--- src/rtl/mult_pkg.sv ---
// rtl/mult_pkg.sv - shared types for the sequential shift-and-add multiplier
package mult_pkg;

  typedef enum logic [1:0] {
    IDLE = 2'd0,
    RUN  = 2'd1,
    DONE = 2'd2
  } mult_state_t;

endpackage : mult_pkg

--- src/rtl/mult_datapath.sv ---
// rtl/mult_datapath.sv - operand registers, accumulator and product for shift-and-add multiply
module mult_datapath #(
  parameter int N = 8
) (
  input  logic           clock,
  input  logic           rst_n,
  input  logic           load,
  input  logic           step,
  input  logic           add,
  input  logic           finish,
  input  logic           signed_mode,
  input  logic [N-1:0]   mcand,
  input  logic [N-1:0]   mplier,
  output logic           b_zero,
  output logic           b_lsb,
  output logic [2*N-1:0] p
);

  logic [2*N-1:0] a_reg;
  logic [N-1:0]   b_reg;
  logic [2*N-1:0] acc;
  logic           neg;

  logic [N-1:0]   a_mag;
  logic [N-1:0]   b_mag;
  logic           neg_next;

  // Signed operands are reduced to magnitudes; the most negative value maps to
  // 2^(N-1), which still fits in N unsigned bits, so no overflow case exists.
  always_comb begin
    a_mag    = (signed_mode && mcand[N-1])  ? -mcand  : mcand;
    b_mag    = (signed_mode && mplier[N-1]) ? -mplier : mplier;
    neg_next = signed_mode & (mcand[N-1] ^ mplier[N-1]);
  end

  assign b_zero = (b_reg == '0);
  assign b_lsb  = b_reg[0];

  // Load operands on start, accumulate/shift per step, publish the signed product on finish.
  always_ff @(posedge clock or negedge rst_n) begin
    if (!rst_n) begin
      a_reg <= '0;
      b_reg <= '0;
      acc   <= '0;
      neg   <= 1'b0;
      p     <= '0;
    end else if (load) begin
      a_reg <= {{N{1'b0}}, a_mag};
      b_reg <= b_mag;
      acc   <= '0;
      neg   <= neg_next;
    end else if (step) begin
      if (add) begin
        acc <= acc + a_reg;
      end
      a_reg <= a_reg << 1;
      b_reg <= b_reg >> 1;
    end else if (finish) begin
      p <= neg ? -acc : acc;
    end
  end

endmodule : mult_datapath

--- src/rtl/seq_shift_add_multiplier.sv ---
// rtl/seq_shift_add_multiplier.sv - controller and top level of the sequential multiplier
module seq_shift_add_multiplier
  import mult_pkg::*;
#(
  parameter int N = 8
) (
  input  logic           clock,
  input  logic           rst_n,
  input  logic           start,
  input  logic           signed_mode,
  input  logic [N-1:0]   A,
  input  logic [N-1:0]   B,
  output logic           busy,
  output logic           done,
  output logic [2*N-1:0] P
);

  mult_state_t state;

  logic load;
  logic step;
  logic add;
  logic finish;
  logic b_zero;
  logic b_lsb;

  // Datapath controls: loading only outside RUN, so start during RUN is ignored;
  // the loop ends as soon as the remaining multiplier bits are all zero.
  always_comb begin
    load   = start && (state != RUN);
    step   = (state == RUN) && !b_zero;
    add    = step && b_lsb;
    finish = (state == RUN) && b_zero;
  end

  // Controller FSM with busy/done registered alongside the state so they never overlap.
  always_ff @(posedge clock or negedge rst_n) begin
    if (!rst_n) begin
      state <= IDLE;
      busy  <= 1'b0;
      done  <= 1'b0;
    end else begin
      case (state)
        IDLE, DONE: begin
          if (start) begin
            state <= RUN;
            busy  <= 1'b1;
            done  <= 1'b0;
          end
        end
        RUN: begin
          if (b_zero) begin
            state <= DONE;
            busy  <= 1'b0;
            done  <= 1'b1;
          end
        end
        default: begin
          state <= IDLE;
          busy  <= 1'b0;
          done  <= 1'b0;
        end
      endcase
    end
  end

  mult_datapath #(
    .N (N)
  ) u_datapath (
    .clock       (clock),
    .rst_n       (rst_n),
    .load        (load),
    .step        (step),
    .add         (add),
    .finish      (finish),
    .signed_mode (signed_mode),
    .mcand       (A),
    .mplier      (B),
    .b_zero      (b_zero),
    .b_lsb       (b_lsb),
    .p           (P)
  );

endmodule : seq_shift_add_multiplier
--- config.mk ---
export PLATFORM = sky130hd
export DESIGN_NAME = seq_shift_add_multiplier
export DESIGN_NICKNAME = d
export VERILOG_FILES = /design/src/rtl/mult_pkg.sv /design/src/rtl/mult_datapath.sv /design/src/rtl/seq_shift_add_multiplier.sv
export SDC_FILE = /design/constraint.sdc
export NUM_CORES = 1
export LEC_CHECK = 0
export CAP_MARGIN = 15
export CORE_MARGIN = 2
export CORE_UTILIZATION = 25
export CTS_BUF_LIST = sky130_fd_sc_hd__clkbuf_16
export DETAILED_ROUTE_END_ITERATION = 16
export HOLD_SLACK_MARGIN = 0.05
export PLACE_DENSITY = 0.5
export SLEW_MARGIN = 40
export SYNTH_ARGS = -nofsm -noshare
export SYNTH_HDL_FRONTEND = slang
export SYNTH_SLANG_ARGS = --single-unit
--- constraint.sdc ---
create_clock -name clock -period 5.5 [get_ports clock]
set_clock_uncertainty 0.15 [all_clocks]
set_input_delay 1.1 -clock clock [delete_from_list [all_inputs] [get_ports clock]]
set_output_delay 1.1 -clock clock [all_outputs]
set_load 0.01 [all_outputs]
Word level (Yosys, flattened, before mapping)
Index checks and enable logic that the tools add are counted.

cells by class
  muxes and demuxes = 19
  bitwise operators = 4
  add/sub/neg operators = 4
  reductions and logical operators = 15
  equality and inequality tests = 5

operators by type and width
  operator                                                                  count
  16-bit two-way mux                                                        6
  8-bit two-way mux                                                         4
  16-bit adder                                                              1
  16-bit negator                                                            1
  8-bit negator                                                             2
  8-bit logical NOT                                                         1
  1-bit logical AND                                                         6
  1-bit two-way mux                                                         4
  2-bit two-way mux                                                         2
  2-bit inequality test (second input constant)                             2
  1-bit case mux with 2 select lines                                        2
  2-bit case mux with 2 select lines                                        1
  2-bit AND reduction                                                       2
  2-bit nonzero test                                                        2
  3-bit AND reduction                                                       1
  2-bit by 1-bit equality test with 1-bit output (second input constant)    1
  2-bit equality test (second input constant)                               1
  2-bit logical NOT                                                         1
  2-bit by 1-bit inequality test with 1-bit output (second input constant)  1
  1-bit NOT                                                                 2
  2-bit OR reduction                                                        1
  1-bit bitwise AND                                                         1
  1-bit logical NOT                                                         1
  1-bit XOR                                                                 1

storage, ports and cells
  logic and storage cells = 55
  output and inout bits = 18
  flip-flop bits (word level) = 61

Longest topological paths before layout
Gate-level depths: netlist of the first run.

  word-level depth = 7
  mapped depth = 8

Hierarchy
Synthesis of the first run repeated with hierarchy kept, for this count alone.

second synthesis, totals
  cells, all modules = 411
  area total of the unflattened synthesis = 3746.1 sq um

by module, submodules not included
  module                    area each (sq um)  times used  cells each
  mult_datapath             3588.4             1           396
  seq_shift_add_multiplier  157.7              1           15

Least setup slack after synthesis of the first run
Ideal clock, no wire load.

  kind = register to register
  start point = register u_datapath.acc[0]
  end point = register u_datapath.acc[14]
  data required time = 5.255 ns
  period minus slack after synthesis = 2.392 ns
  arrival time = 2.146 ns
  stages on the path, launching flop included = 9
  path slack = 3.108 ns
  cell sequence = dfrtp_1 -> ha_1 -> fa_1 -> a21o_1 -> a21o_1 -> a211oi_1 -> nor4_1 -> o21a_1 -> o31ai_1

between the ends
  cells in the longest elaborated chain, start to end = 4

ends and longest elaborated chain
  what                      line                 text
  start: declaration        mult_datapath.sv:21  logic [2*N-1:0] acc;
  start signal: assignment  mult_datapath.sv:54  acc <= acc + a_reg;
  16-bit adder              mult_datapath.sv:54
  16-bit two-way mux        mult_datapath.sv:53  if (add) begin
  16-bit two-way mux        mult_datapath.sv:52  end else if (step) begin
  16-bit two-way mux        mult_datapath.sv:47  end else if (load) begin

Every way passes these cells. The select of a mux whose other input is x is not followed.
A chain may end at the register's enable or synchronous reset.

Final worst setup path of the first run
  start point = input port start
  end point = register u_datapath.acc[13]

between the ends
  cells in the longest elaborated chain, start to end = 3
  elaborated cells between the ends (all ways) = 5
  classes of those cells = 1 x mux; 4 x reduce/logical

ends and longest elaborated chain
  what                                  line                            text
  start: declaration                    seq_shift_add_multiplier.sv:9   input logic start,
  1-bit logical AND (*)                 seq_shift_add_multiplier.sv:30  load = start && (state != RUN);
  2-bit nonzero test (no source line)   -
  2-bit AND reduction (no source line)  -

Mark *: on every way between the ends. The rest lies on a longest branch, timed or not.

==> impl_metrics.ini, run 1 <==
[grt]
grt_pass1_wl_um = 15360
grt_max_degree = 61
grt_usage = 0.1207
grt.overflow.total = 0
antenna_found_initial = 0
first_global_vias = 3181

[worst_setup_path]
worst_setup_path_end_kind = register
crit_path_top_delay_cell = clkdlybuf4s50_1
start_kind = input port
cp.required_ns = 5.56
path_class = input port to register
crit_arrival_ns = 3.32
cp_slowest_stage_delay_ns = 0.71
cp_max_fo = 14
cp_top_family = buffers and inverters
critPathBufInv = 2
crit_chain = clkdlybuf4s50_1 > clkinv_1 > nor2_1 > nor2_2 > a22oi_1 > nand2_1

[die]
core_area_sq_um = 14480
die_w_um = 125.7
die_area_sq_um = 15800
num_rows = 44
start_util = 0.2558
die_h_um = 125.7
boundaryPins = 38

[clock_network]
cts_tree = built
clk_latency_ns = 0.33
root_buffer = clkbuf_16
hold_buffers = 0
cts_buffer_depth = 2
post-cts-setup-buffer-count = 0
numClockSinks = 60
cts_resized = 0
cts_inserted_buffers = 9
cts_max_level = 3
path_clk_slew_ns = 0.05

[drt]
drc = 0
first_pass_iters = 5
wl_um = 9001
post_drt_wl_per_cell_um = 13.64
final_antenna_net_count = 0
dr_total_vias = 3133
vias_per_cell = 4.747
drt-initial-drc-count = 110

[sta]
period_needed_ns = 3.251
min_period_over_period = 0.5911
setup_viol = 0
tightest_slew_ns = 0.7401
tns_ns = 0
clock.fmax_mhz = 307.6
rsz0062_at_grt = false
slew_headroom = 0.5065
hold_viol_final = 0
drv_slew = 0

[placed_design]
dp_hpwl_um = 6639
gp_congestion = 0.9091
io_buffers = 37
place_area_sq_um = 4259

[logic_synthesis]
synth_fp_nets = 476
yosysMostFrequentCell = nand2_1
ys_seq_elements = 60
synth.cell_area_sq_um = 3704
synth-main-ff-cell = dfrtp_1
synth_top_cell_area_share = 0.4054
synthArstFlopShare = 1.000
yosys-top-cells-count = 87 x nand2_1, 60 x dfrtp_1, 37 x o21ai_0
synthCells = 437
synth.avg_cell_area_sq_um = 8.475
seq_area_frac_synth = 0.4054
synth_edf_count = 0
synth_area_leaders = dfrtp_1 41%, nand2_1 8.8%, ha_1 6.1%
ys_types = 48
synth.largest_area_cell = dfrtp_1
ys_warn_count = 0

[power_and_ir_drop]
leakage_nw = 1.921
power_w = 0.002617
peakVddDrop_mv = 0.1808
power_density_nw_per_um2 = 579.5

[cells_and_area]
syn_to_final_growth_pct = 21.93
layout-drive-gt1-share = 0.04622
n_antenna_cell = 0
finalNetCount = 510
stdcell_area_sq_um = 4516
finish.utilization = 0.3119

[min_path]
hold_class = register to register

[run]
cap_violations = 0

[status]
status = complete, no violations
## per-stage QoR
| stage | std cells | hold WS [ns] | setup slack (ns) |
|---|---|---|---|
| 4_1_cts | 660 | 0.3317 | 2.212 |
| 6_report | 660 | 0.3220 | 2.249 |
| 3_3_place_gp | 644 | 0.3163 | 1.860 |
| 2_1_floorplan | 437 | 0.2936 | 3.108 |
| 5_1_grt | 660 | 0.3638 | 1.976 |
| 3_5_place_dp | 644 | 0.3207 | 1.876 |
## cell usage in the layout, fill, tap and decap left out, drive strengths merged, types with 3 or more instances in the layout
cell type,count
buf,4
clkinv,5
and3,5
o211ai,5
nor2b,5
nand2,87
ha,18
xnor2,18
nand4,3
nand3,12
clkbuf,9
a21o,3
a22o,3
o21a,3
clkdlybuf4s50,36
mux2i,6
or3,4
nor2,26
a21oi,33
a211oi,3
a31oi,11
xor2,14
inv,15
or4,3
o21ai,51
dfrtp,60
nor3,8
o31ai,6
## worst paths after layout
path / slack [ns] / cells past startpoint / end / startpoint
worst max-delay path: 2.25 / 6 / u_datapath.acc[13]$_DFFE_PN0P_ / start
worst min-delay path: 0.32 / 2 / u_datapath.p[4]$_DFFE_PN0P_ / u_datapath.p[4]$_DFFE_PN0P_
worst max register to register: 2.79 / 8 / u_datapath.acc[14]$_DFFE_PN0P_ / u_datapath.acc[0]$_DFFE_PN0P_
worst min register to register: 0.32 / 2 / u_datapath.p[4]$_DFFE_PN0P_ / u_datapath.p[4]$_DFFE_PN0P_
max in group asynchronous: 4.11 / 2 / u_datapath.acc[7]$_DFFE_PN0P_ / rst_n
min in group asynchronous: 0.69 / 2 / u_datapath.b_reg[6]$_DFFE_PN0P_ / rst_n
## logic make-up after synthesis
family	synth area share
xor gates and xnor gates	0.07568
buffers and inverters	0.03142
muxes	0.01622
adders and majority gates	0.06622
DFF	0.4054
AOI/OAI and AO/OA	0.2125
and+or+nand+nor	0.1926
## layout make-up
cell class / instances / area [sq um]
Sequential cell: 60 / 1501
Inverter: 13 / 48.80
Clock inverter: 7 / 27.53
Multi-Input combinational cell: 347 / 2091
Fill cell: 1527 / 9963
Timing Repair Buffer: 40 / 391.6
Clock buffer: 9 / 225.2
Tap cell: 184 / 230.2
## where the power goes
| part | total (W) | internal [W] | leakage, nW | switching, W |
|---|---|---|---|---|
| clock network | 0.000481 | 0.000293 | 0.136 | 0.000188 |
| registers | 0.000834 | 0.000631 | 0.775 | 0.000203 |
| logic | 0.00130 | 0.000566 | 1.01 | 0.000736 |
| total | 0.00262 | 0.00149 | 1.92 | 0.00113 |
## layer usage
metal  wire length (um)  GRT usage
met1               4399     0.1577
met4                128    0.04183
met3                464    0.03483
met2               4008     0.1914
met5                  0          0
## worst register-to-register path, delay by kind of cell (launching register included)
family / cells / cell delay [ns]
AO/OA/AOI/OAI: 5 / 1.23
adder cells (fa/ha/maj): 2 / 0.66
flip-flops: 1 / 0.42
AND/OR/NAND/NOR: 1 / 0.16
(Power assumes the default switching activity.)
==> inputs of run 2 (changes only) <==
Clock period 5.5 ns to 3.4 ns, I/O delays scaled along.
==> run 2 against run 1 <==
Non-clock buffer count grew 3. Critical path depth grew 2. Via count shrank 0.70%. Clock power grew 77%. Wire length shrank 2.4%. Sequential share of layout area shrank 0.29 points. Die area is the same. Global-route usage shrank 0.40 points. First-iteration DRC count grew 38%. Count of clock-buffer cells in the layout is the same. Critical path type is now register to register.
==> impl_metrics.ini, run 2 (synthesized netlist as in run 1, its figures left out) <==
[clock_network]
post-cts-setup-buffer-count = 0
root_buffer = clkbuf_16
cts_tree = built
cts_buffer_depth = 2
cts_resized = 0
path_clk_slew_ns = 0.05
hold_buffers = 0
cts_max_level = 3
cts_inserted_buffers = 9
numClockSinks = 60
clk_latency_ns = 0.33

[worst_setup_path]
cp_max_fo = 5
path_class = register to register
start_kind = register
worst_setup_path_end_kind = register
crit_arrival_ns = 2.76
cp.required_ns = 3.47

[power_and_ir_drop]
power_density_nw_per_um2 = 946.3
swShare = 0.4202
pwr-share-clk = 0.197
seqPwrFrac = 0.312
internal_power_w = 0.002500
power_frac_comb = 0.491
leakage_nw = 1.940
power_w = 0.004311
p_sw_w = 0.001811
peakVddDrop_mv = 0.2699

[cells_and_area]
nFillCells = 1501
layout-drive-gt1-share = 0.05021
finalNetCount = 513
layout_common_cells = 87 x nand2_1, 60 x dfrtp_1, 37 x o21ai_0
layout_commonest_cell = nand2_1
syn_to_final_growth_pct = 23.01
n_antenna_cell = 0

[grt]
grt_max_degree = 34
grt_usage = 0.1168
antenna_found_initial = 0
grt.overflow.total = 0
first_global_vias = 3055
grt_pass1_wl_um = 14950

[drt]
first_pass_iters = 4
dr_total_vias = 3111
wl_um = 8783
drc = 0
final_antenna_net_count = 0
post_drt_wl_per_cell_um = 13.27
vias_per_cell = 4.699
drt-initial-drc-count = 152

[sta]
drv_slew = 0
fin_ws_ns = 0.7162
period_needed_ns = 2.684
tns_ns = 0
hold_viol_final = 0
clock.fmax_mhz = 372.6
rsz0062_at_grt = false
slew_headroom = 0.5135
min_period_over_period = 0.7893
tightest_slew_ns = 0.7296
setup_viol = 0

[placed_design]
dp_hpwl_um = 6601
io_buffers = 37
gp_congestion = 0.8487
pre_cts_slack_ns = 0.7390

[die]
core_area_sq_um = 14480
boundaryPins = 38
num_rows = 44
die_h_um = 125.7
die_w_um = 125.7
die_area_sq_um = 15800
start_util = 0.2558

[run]
cap_violations = 0

[min_path]
hold_class = input port to async pin

[status]
status = complete, no violations
==> run 2: changes by cell type in the layout (fill, tap and decap cells not counted), sizes merged <==
cell	previous run	this run
clkinv	5	4
inv	15	14
bufinv	0	1
buf	4	7
==> run 2: worst max-delay path, cell delays in order, from the launching register on <==
cell and delay (ns):
dfrtp_1 0.43, ha_1 0.25, fa_1 0.40, a21o_1 0.19, a21o_1 0.20, a211oi_1 0.39
nor4_1 0.14, o21a_1 0.20, o31ai_1 0.22
==> run 2: worst paths after layout <==
kind | from | slack, ns | endpoint | cells past startpoint
worst max-delay path | u_datapath.acc[0]$_DFFE_PN0P_ | 0.72 | u_datapath.acc[14]$_DFFE_PN0P_ | 8
worst min-delay path | rst_n | 0.14 | u_datapath.b_reg[5]$_DFFE_PN0P_ | 1
worst max register to register | u_datapath.acc[0]$_DFFE_PN0P_ | 0.72 | u_datapath.acc[14]$_DFFE_PN0P_ | 8
worst min register to register | u_datapath.p[5]$_DFFE_PN0P_ | 0.32 | u_datapath.p[5]$_DFFE_PN0P_ | 2
max in group asynchronous | rst_n | 2.23 | u_datapath.p[1]$_DFFE_PN0P_ | 2
min in group clock | u_datapath.p[5]$_DFFE_PN0P_ | 0.32 | u_datapath.p[5]$_DFFE_PN0P_ | 2
==> run 2: stage by stage <==
| step | hold slack, ns | utilization | cell area [sq um] | cells |
|---|---|---|---|---|
| 6_report | 0.1430 | 0.3146 | 4556 | 662 |
| 5_1_grt | 0.1687 | 0.3146 | 4556 | 662 |
| 4_1_cts | 0.2955 | 0.3145 | 4553 | 662 |
| 3_5_place_dp | 0.3218 | 0.2955 | 4279 | 647 |
| 3_3_place_gp | 0.3171 | 0.2954 | 4277 | 647 |
| 2_1_floorplan | 0.2344 | - | 3704 | 437 |
==> run 2: power groups by stage <==
| stage | Combinational (W) | Sequential [W] | Clock [W] |
|---|---|---|---|
| 6_report | 0.00212 | 0.00134 | 0.000851 |
| 5_1_grt | 0.00241 | 0.00140 | 0.000903 |
| 2_1_floorplan | 0.00154 | 0.00129 | 0 |
| 4_1_cts | 0.00214 | 0.00135 | 0.000877 |
| 3_5_place_dp | 0.00214 | 0.00136 | 0 |
| 3_3_place_gp | 0.00212 | 0.00135 | 0 |
==> run 2: final cells by class <==
class,instances,area [sq um],share of cell area
clock buffers,9,225.2,0.04944
inverters,13,48.80,0.01071
flip-flops and latches,60,1501,0.3296
well taps,184,230.2,0.05054
repair buffers,43,412.9,0.09063
clock inverters,6,48.80,0.01071
multi-input cells,347,2088,0.4584
==> run 2: per-layer routing <==
layer / track usage / wire (um) / share of wire / vias up
li1: - / - / - / 1619
met1: 0.1562 / 4480 / 0.51 / 1427
met2: 0.1825 / 3810 / 0.43 / 57
met3: 0.03526 / 391 / 0.045 / 8
met4: 0.03464 / 100 / 0.011 / 0
met5: 0 / 0 / 0 / -
==> inputs of run 3 (changes only) <==
Settings changed: PLACE_DENSITY 0.5 to 0.51.
Clock period 3.4 ns to 2.3 ns, I/O delays scaled along.
==> run 3 against run 2 <==
Design area increased by 6.6%. Die area unchanged. Combinational power increased by 76%. First-iteration DRC count decreased by 16%. Sequential share of layout area decreased by 2.0 points. Critical path depth unchanged. Global-route usage increased by 0.88 points. Critical endpoint unchanged. Maximum frequency increased by 19%.
==> impl_metrics.ini, run 3 (synthesized netlist as in run 1, its figures left out) <==
[grt]
grt_max_degree = 33
grt_usage = 0.1255
grt_pass1_wl_um = 16100
first_global_vias = 3395
antenna_found_initial = 0
grt.overflow.total = 0

[clock_network]
cts_tree = built
path_clk_slew_ns = 0.05
numClockSinks = 60
cts_max_level = 3
root_buffer = clkbuf_16
cts_inserted_buffers = 9
cts_buffer_depth = 2
clk_latency_ns = 0.33

[drt]
vias_per_cell = 4.827
final_antenna_net_count = 0
drc = 0
wl_um = 9376
drt-initial-drc-count = 128
dr_total_vias = 3345
first_pass_iters = 4
post_drt_wl_per_cell_um = 13.53

[cells_and_area]
n_antenna_cell = 0
syn_to_final_growth_pct = 31.08
layout-drive-gt1-share = 0.1336
nFillCells = 1484
finalNetCount = 545
layout_commonest_cell = nand2_1
layout_common_cells = 87 x nand2_1, 59 x dfrtp_1, 36 x clkdlybuf4s50_1
stdcell_area_sq_um = 4855

[run]
cap_violations = 0

[min_path]
hold_class = register to register

[worst_setup_path]
cp_max_fo = 3
path_class = register to register
critPathBufInv = 0
crit_chain = ha_2 > fa_2 > a21o_1 > a21o_1 > a211oi_2 > nor4_2 > o21a_1 > o31ai_2
crit_top_cell = a21o_1
crit_arrival_ns = 2.34
crit_path_top_delay_cell = dfrtp_1
cp.required_ns = 2.39
cp_top_family = compound AO/OA/AOI/OAI gates
worst_setup_path_end_kind = register
cp_slowest_stage_delay_ns = 0.38
start_kind = register

[sta]
min_period_over_period = 0.9795
clock.fmax_mhz = 443.9
hold_slack_ns = 0.3301
hold_viol_final = 0
period_needed_ns = 2.253
slew_headroom = 0.5604
tns_ns = 0
drv_slew = 0
setup_viol = 0
rsz0062_at_grt = true
tightest_slew_ns = 0.6581

[die]
boundaryPins = 38
die_h_um = 125.7
core_area_sq_um = 14480
die_area_sq_um = 15800
num_rows = 44
die_w_um = 125.7
start_util = 0.2558

[placed_design]
dp_hpwl_um = 7294
io_buffers = 37
gp_congestion = 0.8771
place_area_sq_um = 4542

[power_and_ir_drop]
power_density_nw_per_um2 = 1392
peakVddDrop_mv = 0.5298
power_w = 0.006757
leakage_nw = 2.098

[status]
status = complete, no violations
## run 3: final cells by class
type	instances	area [sq um]	share of cell area
multi-input cells	347	2136	0.4399
flip-flops and latches	60	1503	0.3095
repair buffers	75	690.7	0.1423
well taps	184	230.2	0.04742
clock buffers	9	225.2	0.04639
inverters	13	48.80	0.01005
clock inverters	5	21.27	0.004381
## run 3: layer usage
metal,wire [um],share of wire,vias up,global-route usage
met4,157,0.017,0,0.04248
li1,-,-,1684,-
met2,4158,0.44,75,0.1946
met3,483,0.052,10,0.04036
met5,0,0,-,0
met1,4576,0.49,1576,0.1656
## run 3: tightest hold or removal path, stage by stage (launching register included)
cell and delay, ns:
dfrtp_1 0.34, nand2_1 0.04, o21ai_0 0.06
## run 3: repair_timing
item / in CTS / in global routing
setup endpoints to repair: 3 / 9
hold buffers: 1 / 0
gates resized for setup: 2 / 10
hold endpoints to repair: 19 / 0
pin swaps: 1 / 6
buffers inserted: 0 / 2
## run 3: stage by stage
step	std cells	worst slack [ns]	utilization
6_report	693	0.04720	0.3353
2_1_floorplan	437	0.01075	-
3_3_place_gp	676	-0.04964	0.3135
3_5_place_dp	676	-0.04961	0.3137
5_1_grt	693	-0.06171	0.3353
4_1_cts	691	0.003513	0.3316
## run 3: power breakdown
group	total (W)	switching (W)	internal [W]
combinational	0.00373	0.00201	0.00172
clock	0.00114	0.000444	0.000698
sequential	0.00189	0.000377	0.00151
total	0.00676	0.00283	0.00393
## run 3: path summary, 6_finish.rpt
path	start	end	slack, ns	cells past startpoint
max	u_datapath.acc[0]$_DFFE_PN0P_	u_datapath.acc[14]$_DFFE_PN0P_	0.05	8
min	u_datapath.p[6]$_DFFE_PN0P_	u_datapath.p[6]$_DFFE_PN0P_	0.33	2
max reg2reg	u_datapath.acc[0]$_DFFE_PN0P_	u_datapath.acc[14]$_DFFE_PN0P_	0.05	8
min reg2reg	u_datapath.p[6]$_DFFE_PN0P_	u_datapath.p[6]$_DFFE_PN0P_	0.33	2
max in group asynchronous	rst_n	u_datapath.acc[4]$_DFFE_PN0P_	0.90	3
min in group asynchronous	rst_n	busy$_DFFE_PN0P_	0.49	2
